File: src/rtl/pipeline_exec_ctrl.sv
// Execution sequencer for the 5-stage MIPS pipeline: owns the global stall line and
// pipeline-reset pulse, runs free-run / single-step / reset, drains and parks on HALT.
module pipeline_exec_ctrl #(
    parameter int              SIZE         = 32,
    parameter logic [SIZE-1:0] HALT_OPCODE  = 32'hFFFF_FFFF,
    parameter int              DRAIN_CYCLES = 4,
    parameter int              PRST_CYCLES  = 2,
    parameter int              CNT_SIZE     = 32
) (
    input  logic                clk,
    input  logic                rst,
    input  logic                i_cmd_valid,
    input  logic [1:0]          i_cmd,
    output logic                o_cmd_ready,
    input  logic [SIZE-1:0]     i_if_instruction,
    output logic                o_stall,
    output logic                o_pipe_rst,
    output logic                o_busy,
    output logic                o_done,
    output logic [2:0]          o_state,
    output logic [CNT_SIZE-1:0] o_cycle_count
);

    localparam int DW = (DRAIN_CYCLES > 1) ? $clog2(DRAIN_CYCLES + 1) : 1;
    localparam int PW = (PRST_CYCLES > 1) ? $clog2(PRST_CYCLES + 1) : 1;

    localparam logic [1:0] CMD_PRST = 2'b00;
    localparam logic [1:0] CMD_RUN  = 2'b01;
    localparam logic [1:0] CMD_STEP = 2'b10;
    localparam logic [1:0] CMD_HALT = 2'b11;

    typedef enum logic [2:0] {
        IDLE  = 3'd0,
        RUN   = 3'd1,
        STEP  = 3'd2,
        DRAIN = 3'd3,
        DONE  = 3'd4,
        PRST  = 3'd5
    } state_t;

    state_t                state_reg, state_next;
    logic [DW-1:0]         drain_cnt_reg;
    logic [PW-1:0]         prst_cnt_reg;
    logic [CNT_SIZE-1:0]   cycle_count_reg;
    logic                  cmd_fire;
    logic                  halt_fetched;
    logic                  enter_drain;
    logic                  enter_prst;

    assign cmd_fire     = i_cmd_valid && o_cmd_ready;
    assign halt_fetched = (i_if_instruction == HALT_OPCODE);
    assign enter_drain  = (state_next == DRAIN) && (state_reg != DRAIN);
    assign enter_prst   = (state_next == PRST) && (state_reg != PRST);

    always_comb begin
        state_next = state_reg;
        unique case (state_reg)
            IDLE: begin
                if (cmd_fire) begin
                    unique case (i_cmd)
                        CMD_RUN:  state_next = RUN;
                        CMD_STEP: state_next = STEP;
                        CMD_PRST: state_next = PRST;
                        CMD_HALT: state_next = IDLE;
                    endcase
                end
            end
            // Program end takes priority over a host pause in the same cycle.
            RUN: begin
                if (halt_fetched)
                    state_next = DRAIN;
                else if (cmd_fire && i_cmd == CMD_HALT)
                    state_next = IDLE;
            end
            STEP:  state_next = halt_fetched ? DRAIN : IDLE;
            DRAIN: if (drain_cnt_reg <= DW'(1)) state_next = DONE;
            DONE:  if (cmd_fire && i_cmd == CMD_PRST) state_next = PRST;
            PRST:  if (prst_cnt_reg <= PW'(1)) state_next = IDLE;
            default: state_next = IDLE;
        endcase
    end

    always_ff @(posedge clk or posedge rst) begin
        if (rst) begin
            state_reg       <= IDLE;
            drain_cnt_reg   <= '0;
            prst_cnt_reg    <= '0;
            cycle_count_reg <= '0;
        end else begin
            state_reg <= state_next;

            if (enter_drain)
                drain_cnt_reg <= DW'(DRAIN_CYCLES);
            else if (state_reg == DRAIN)
                drain_cnt_reg <= drain_cnt_reg - DW'(1);

            if (enter_prst)
                prst_cnt_reg <= PW'(PRST_CYCLES);
            else if (state_reg == PRST)
                prst_cnt_reg <= prst_cnt_reg - PW'(1);

            // Saturating count of executed cycles; cleared when a pipeline reset begins.
            if (enter_prst)
                cycle_count_reg <= '0;
            else if (!o_stall && cycle_count_reg != {CNT_SIZE{1'b1}})
                cycle_count_reg <= cycle_count_reg + CNT_SIZE'(1);
        end
    end

    assign o_stall       = !(state_reg == RUN || state_reg == STEP || state_reg == DRAIN);
    assign o_cmd_ready   = (state_reg == IDLE) || (state_reg == RUN) || (state_reg == DONE);
    assign o_busy        = (state_reg == RUN) || (state_reg == STEP) ||
                           (state_reg == DRAIN) || (state_reg == PRST);
    assign o_done        = (state_reg == DONE);
    assign o_pipe_rst    = (state_reg == PRST);
    assign o_state       = state_reg;
    assign o_cycle_count = cycle_count_reg;

endmodule

File: config.mk
export PLATFORM = sky130hd
export DESIGN_NAME = pipeline_exec_ctrl
export DESIGN_NICKNAME = d
export VERILOG_FILES = /design/src/rtl/pipeline_exec_ctrl.sv
export SDC_FILE = /design/constraint.sdc
export NUM_CORES = 1
export LEC_CHECK = 0
export CAP_MARGIN = 10
export CORE_MARGIN = 1
export CORE_UTILIZATION = 51
export CTS_CLUSTER_DIAMETER = 50
export CTS_CLUSTER_SIZE = 12
export DETAILED_ROUTE_END_ITERATION = 10
export PLACE_DENSITY = 0.9
export SLEW_MARGIN = 20
export SYNTH_ARGS = -nofsm -noshare
export SYNTH_HDL_FRONTEND = slang
export SYNTH_SLANG_ARGS = --single-unit
export TNS_END_PERCENT = 1
File: constraint.sdc
create_clock -name clk -period 5.1 [get_ports clk]
set_clock_uncertainty 0.05 [all_clocks]
set_input_delay 0.51 -clock clk [delete_from_list [all_inputs] [get_ports clk]]
set_output_delay 0.51 -clock clk [all_outputs]
set_load 0.01 [all_outputs]
=== After elaboration in Yosys (flattened, before gate mapping) ===
Index checks and enable logic that the tools add are counted.

* Flip-flop bits (word level): 40
* Bits in latches: 0
* Memory bits (writable): 0
* Bits in read-only memories: 0
* Input port bits: 37
* Output and inout port bits: 40
* Word-level logic and storage cells: 55
* Memories kept: 0

* $add $sub $neg: 3
* $mul: 0
* Divide/modulo/power cells: 0
* Order comparisons: 2
* Equality and inequality tests: 14
* Shift operators: 0
* Muxes and demuxes: 15
* Bitwise operators: 0
* Reductions and logical operators: 17

{| class="wikitable"
|+ Operator list
! operator !! number
|-
| two-way mux 32 bit || 2
|-
| adder 32 x 1 -> 32 bit, second input constant || 1
|-
| equality test 32 bit, second input constant || 1
|-
| != test 32 bit, second input constant || 1
|-
| two-way mux 3 bit || 8
|-
| case mux 3 bit (6 select lines) || 1
|-
| case mux 3 bit (4 select lines) || 1
|-
| equality test 3 x 2 -> 1 bit, second input constant || 3
|-
| equality test 3 bit, second input constant || 3
|-
| logical AND 1 bit || 6
|-
| two-way mux 2 bit || 3
|-
| nonzero test 2 bit || 3
|-
| logical OR 1 bit || 5
|-
| equality test 2 bit, second input constant || 2
|-
| equality test 3 x 1 -> 1 bit, second input constant || 1
|-
| less-or-equal comparator 3 x 1 -> 1 bit, second input constant || 1
|-
| zero test 3 bit || 1
|-
| != test 3 x 2 -> 1 bit, second input constant || 1
|-
| != test 3 bit, second input constant || 1
|-
| subtractor 3 x 1 -> 3 bit, second input constant || 1
|-
| equality test 2 x 1 -> 1 bit, second input constant || 1
|-
| less-or-equal comparator 2 x 1 -> 1 bit, second input constant || 1
|-
| zero test 2 bit || 1
|-
| subtractor 2 x 1 -> 2 bit, second input constant || 1
|-
| zero test 1 bit || 1
|}

=== Longest topological paths before layout ===
* Depth after elaboration: 11
* Mapped depth: 9
* Mapped depth without buffers: 7

=== Worst setup path after synthesis ===
No wires, ideal clock.

* Path kind: register to register
* From: reg cycle_count_reg[0], in the netlist o_cycle_count[0]
* To: reg cycle_count_reg[27], in the netlist o_cycle_count[27]
* Library setup time: 87 ps
* Arrival: 1845 ps
* Required time: 4963 ps
* Slack: 3118 ps
* Stages on the path, launching flop included: 7
* Path buffers: 1
* Clock period less this slack: 1982 ps
* Cell sequence: dfrtp_1 ha_1 and3_2 and4_4 clkbuf_1 or4_1 a22oi_1

* Longest elaborated chain between the ends: 3
* Elaborated cells between the ends (all ways): 6
* Classes of those cells: add/sub: 1; eq/ne: 1; mux: 2; reduce/logical: 2

{| class="wikitable"
|+ RTL lines
! item !! line !! text
|-
| start: declaration || 44 || <nowiki>logic [CNT_SIZE-1:0] cycle_count_reg;</nowiki>
|-
| start signal: assignment || 106 || <nowiki>cycle_count_reg <= cycle_count_reg + CNT_SIZE'(1);</nowiki>
|-
| adder 32 x 1 -> 32 bit / != test 32 bit (equally long branches) || 106, 105 ||
|-
| two-way mux 32 bit / logical AND 1 bit (equally long branches) || 105 || <nowiki>else if (!o_stall && cycle_count_reg != {CNT_SIZE{1'b1}})</nowiki>
|-
| two-way mux 32 bit / nonzero test 2 bit (equally long branches) || - ||
|}

Parallel ways exist; a longest one is shown, timed or not. The select of a mux whose other input is x is not followed.
A chain may end at the register's enable or synchronous reset.

=== Final worst setup path ===
* From: reg state_reg[0], in the netlist o_state[0]
* To: reg cycle_count_reg[29], in the netlist o_cycle_count[29]

* Longest elaborated chain between the ends: 11
* Elaborated cells between the ends (all ways): 26
* Classes of those cells: eq/ne: 7; mux: 8; reduce/logical: 11

{| class="wikitable"
|+ RTL lines
! item !! line !! text
|-
| start: declaration || 41 || <nowiki>state_t state_reg, state_next;</nowiki>
|-
| start signal: assignment || 90 || <nowiki>state_reg <= state_next;</nowiki>
|-
| equality test 3 x 1 -> 1 bit / zero test 3 bit (equally long branches) || 57, 110, 111 ||
|-
| logical OR 1 bit (2 in series) || 111 || <nowiki>assign o_cmd_ready = (state_reg == IDLE) || (state_reg == RUN) || (state_reg == DONE);</nowiki>
|-
| logical AND 1 bit || 50 || <nowiki>assign cmd_fire = i_cmd_valid && o_cmd_ready;</nowiki>
|-
| logical AND 1 bit || 72 || <nowiki>else if (cmd_fire && i_cmd == CMD_HALT)</nowiki>
|-
| two-way mux 3 bit || 72 ||
|-
| two-way mux 3 bit || 70 || <nowiki>if (halt_fetched)</nowiki>
|-
| case mux 3 bit (6 select lines) || 57 || <nowiki>unique case (state_reg)</nowiki>
|-
| equality test 3 bit || 53 || <nowiki>assign enter_prst = (state_next == PRST) && (state_reg != PRST);</nowiki>
|-
| logical AND 1 bit || 53 ||
|-
| two-way mux 32 bit / nonzero test 2 bit (equally long branches) || - ||
|}

Parallel ways exist; a longest one is shown, timed or not.

==> metrics <==
status=completed; post-route setup slack=2.51 ns; DR DRC count=0; synthesis-to-layout area growth=33.4%; top-count cell post-synth=dfrtp_1; post-cts sizing count=0; Final Hold Fails=0; Psw=around 0.6 mW; Core Footprint=~4800 µm²; Achievable Freq=0.387 GHz; DR vias/cell=6.32; post-CTS setup buffers=0; sequential fraction of the synthesis area=0.387; crit path from=o_state[0]$_DFF_PP0_; Longest Clk Path Bufs=2; reg2reg start=o_state[0]$_DFF_PP0_; Final min period=approximately 2.6 ns; vias in the first global route=around 2400; DP HPWL=~4800 µm; hold depth=1; Synth warnings=0; Adder-Cell Fraction of Synth Area=0.0145; RSZ-0062 raised after global routing=no; pin count of the biggest net entering global routing=between 40 and 50; PortBufs=76; ys async rst share=1.00; final setup violating endpoints=0; Startpoint Class=flop; Final Cycle Share=0.507; Worst Hold Endpoint=drain_cnt_reg[0]$_DFFE_PP0P_; Die Span Y=between 70 and 80 µm; post-synth cell types=between 40 and 50; CTS H-tree depth=2; slew of the pin with the lowest slew margin=approximately 0.85 ns; Iteration-0 DRC Markers=208; simple-gate portion of the synthesized area=0.296; compound-cell area share of the yosys netlist=0.242; Sw Ratio=0.393; Filler cells=between 300 and 400; EDFF count, synth=0; die area=between 5000 and 6000 µm²; max-cap check violation count=0; post-synthesis xor/xnor area fraction=0.00677; reg2reg end=o_cycle_count[29]$_DFFE_PP0P_; die span in x=around 73 µm; top post-synthesis cells by area=dfrtp_1 (39%), a22oi_1 (7.0%), or4_1 (5.2%), o31ai_1 (4.9%), nand4_1 (4.1%); Worst EP required=5.26 ns; Largest register FFs=32; hold buffers post-CTS=0; min-delay src=drain_cnt_reg[0]$_DFFE_PP0P_; Mapped Cells=between 200 and 300; nets=395; Post-Syn Area per Cell=~9.0 µm²; worst-case reg-to-reg path depth=7; wire per inst=roughly 16 µm; setup TNS=0 ns; clock sinks=40; Core Rows=25; CTS Root Cell=clkbuf_8; WS Path Type=reg2reg; Leakage=roughly 1.3 nW; first-pass iteration count of the detailed router=5; Slew Viols, Final=0; worst slack at placement=2.39 ns; I/O pin total=77; critical path peak fanout=18; GR Overflow Total=0; Placer Congestion=0.819; share of the synthesized area in the top cell type=0.387; Hold Crit Class=reg2reg; vias=about 2700; CP Capture Type=flop; Pint=0.935 mW; Critical Path AT=2.74 ns; final WL=about 6800 µm; most frequent cells after synthesis=dfrtp_1 (40), a22oi_1 (24), nand3_1 (18), or4_1 (18); multiplexer area fraction after synthesis=0; dominant synthesized flop cell=dfrtp_1; Yosys top cell by area=dfrtp_1; clk_lat worst skew=approximately 0.30 ns; total track usage=0.268; cell area after synthesis=around 2600 µm²; Initial Util=0.537; register share of total power=0.430; setup slack, reg-to-reg=2.51 ns; Worst-path clk slew=0.08 ns; CTS tree=done; Routed Antenna Nets=0; initial antenna violation count=0; Logic pwr share=0.435; TritonCTS Buffers=5; power per cell area=around 450 nW/µm²; Relative slew margins=0.430; share of layout cells above drive strength 1=0.0789; Peak VDD IR=0.276 mV; diode count=0; syn_nets=326; #FFs+latches synth=40; main combinational cell family by area after synthesis=simple AND/OR/NAND/NOR gates; first-pass GRT wire length=between 10000 and 15000 µm; Clock power frac=0.136
## worst max-delay path, stage by stage, from the launching register on
cell	delay (ns)
dfrtp_1	0.57
nor2_2	0.14
nor2_4	0.20
inv_2	0.14
nor2_2	0.21
nand2_1	0.37
or4b_1	0.62
a22oi_1	0.20
## power groups by stage
stage | clock network (mW) | logic [mW] | registers [mW]
6_report | 0.209 | 0.670 | 0.662
5_1_grt | 0.226 | 0.728 | 0.691
4_1_cts | 0.209 | 0.673 | 0.658
3_5_place_dp | 0 | 0.671 | 0.662
3_3_place_gp | 0 | 0.646 | 0.656
2_1_floorplan | 0 | 0.281 | 0.664
## worst max path at each step
stage,end,cells after the start
floorplan,o_cycle_count[27]$_DFFE_PP0P_,6
global placement,o_cycle_count[24]$_DFFE_PP0P_,7
detailed placement,o_cycle_count[29]$_DFFE_PP0P_,7
CTS,o_cycle_count[29]$_DFFE_PP0P_,7
global route,o_cycle_count[27]$_DFFE_PP0P_,7
finish,o_cycle_count[29]$_DFFE_PP0P_,7
## logic make-up (layout without fill, tap and decap cells)
| logic type | after synthesis | count (layout) |
|---|---|---|
| fa+ha+maj | 3 | 3 |
| flops | 40 | 40 |
| simple gates | 126 | 126 |
| buf+inv | 31 | 100 |
| xor+xnor | 2 | 2 |
| compound gates | 84 | 84 |
## routing by layer
metal | share of wire | global-route usage | up-vias
li1 | - | - | 1267
met1 | 0.44 | 0.359 | 1280
met2 | 0.49 | 0.433 | 112
met3 | 0.067 | 0.0608 | 7
met4 | 0.011 | 0.0784 | 0
met5 | 0 | 0 | -
## cell type report
| class | instances | area (µm²) | share of cell area |
|---|---|---|---|
| clock buffers | 5 | 68.8 | 0.0199 |
| clock inverters | 2 | 12.5 | 0.00363 |
| inverters | 14 | 52.6 | 0.0152 |
| multi-input cells | 215 | 1450 | 0.420 |
| flip-flops and latches | 40 | 1000 | 0.290 |
| well taps | 67 | 83.8 | 0.0243 |
| repair buffers | 79 | 783 | 0.227 |
## placed cells by master, fill, tap and decap left out, drive strengths merged, types with 9 or more instances in the layout
| master | n |
|---|---|
| or3 | 12 |
| nand4 | 17 |
| a22oi | 29 |
| o21ai | 15 |
| o31ai | 17 |
| nand2 | 17 |
| clkdlybuf4s50 | 76 |
| nand3 | 18 |
| or4 | 18 |
| inv | 14 |
| dfrtp | 40 |
| nor2 | 9 |
## stage by stage
stage,power [mW],cells,hold WS (ns),util,instance area (µm²)
3_3_place_gp,1.30,415,0.415,0.699,3370
3_5_place_dp,1.33,415,0.423,0.699,3370
2_1_floorplan,0.945,286,0.394,-,2590
5_1_grt,1.65,422,0.450,0.716,3450
4_1_cts,1.54,422,0.435,0.716,3450
6_report,1.54,422,0.434,0.716,3450
Power figures use the tool's default switching activity.
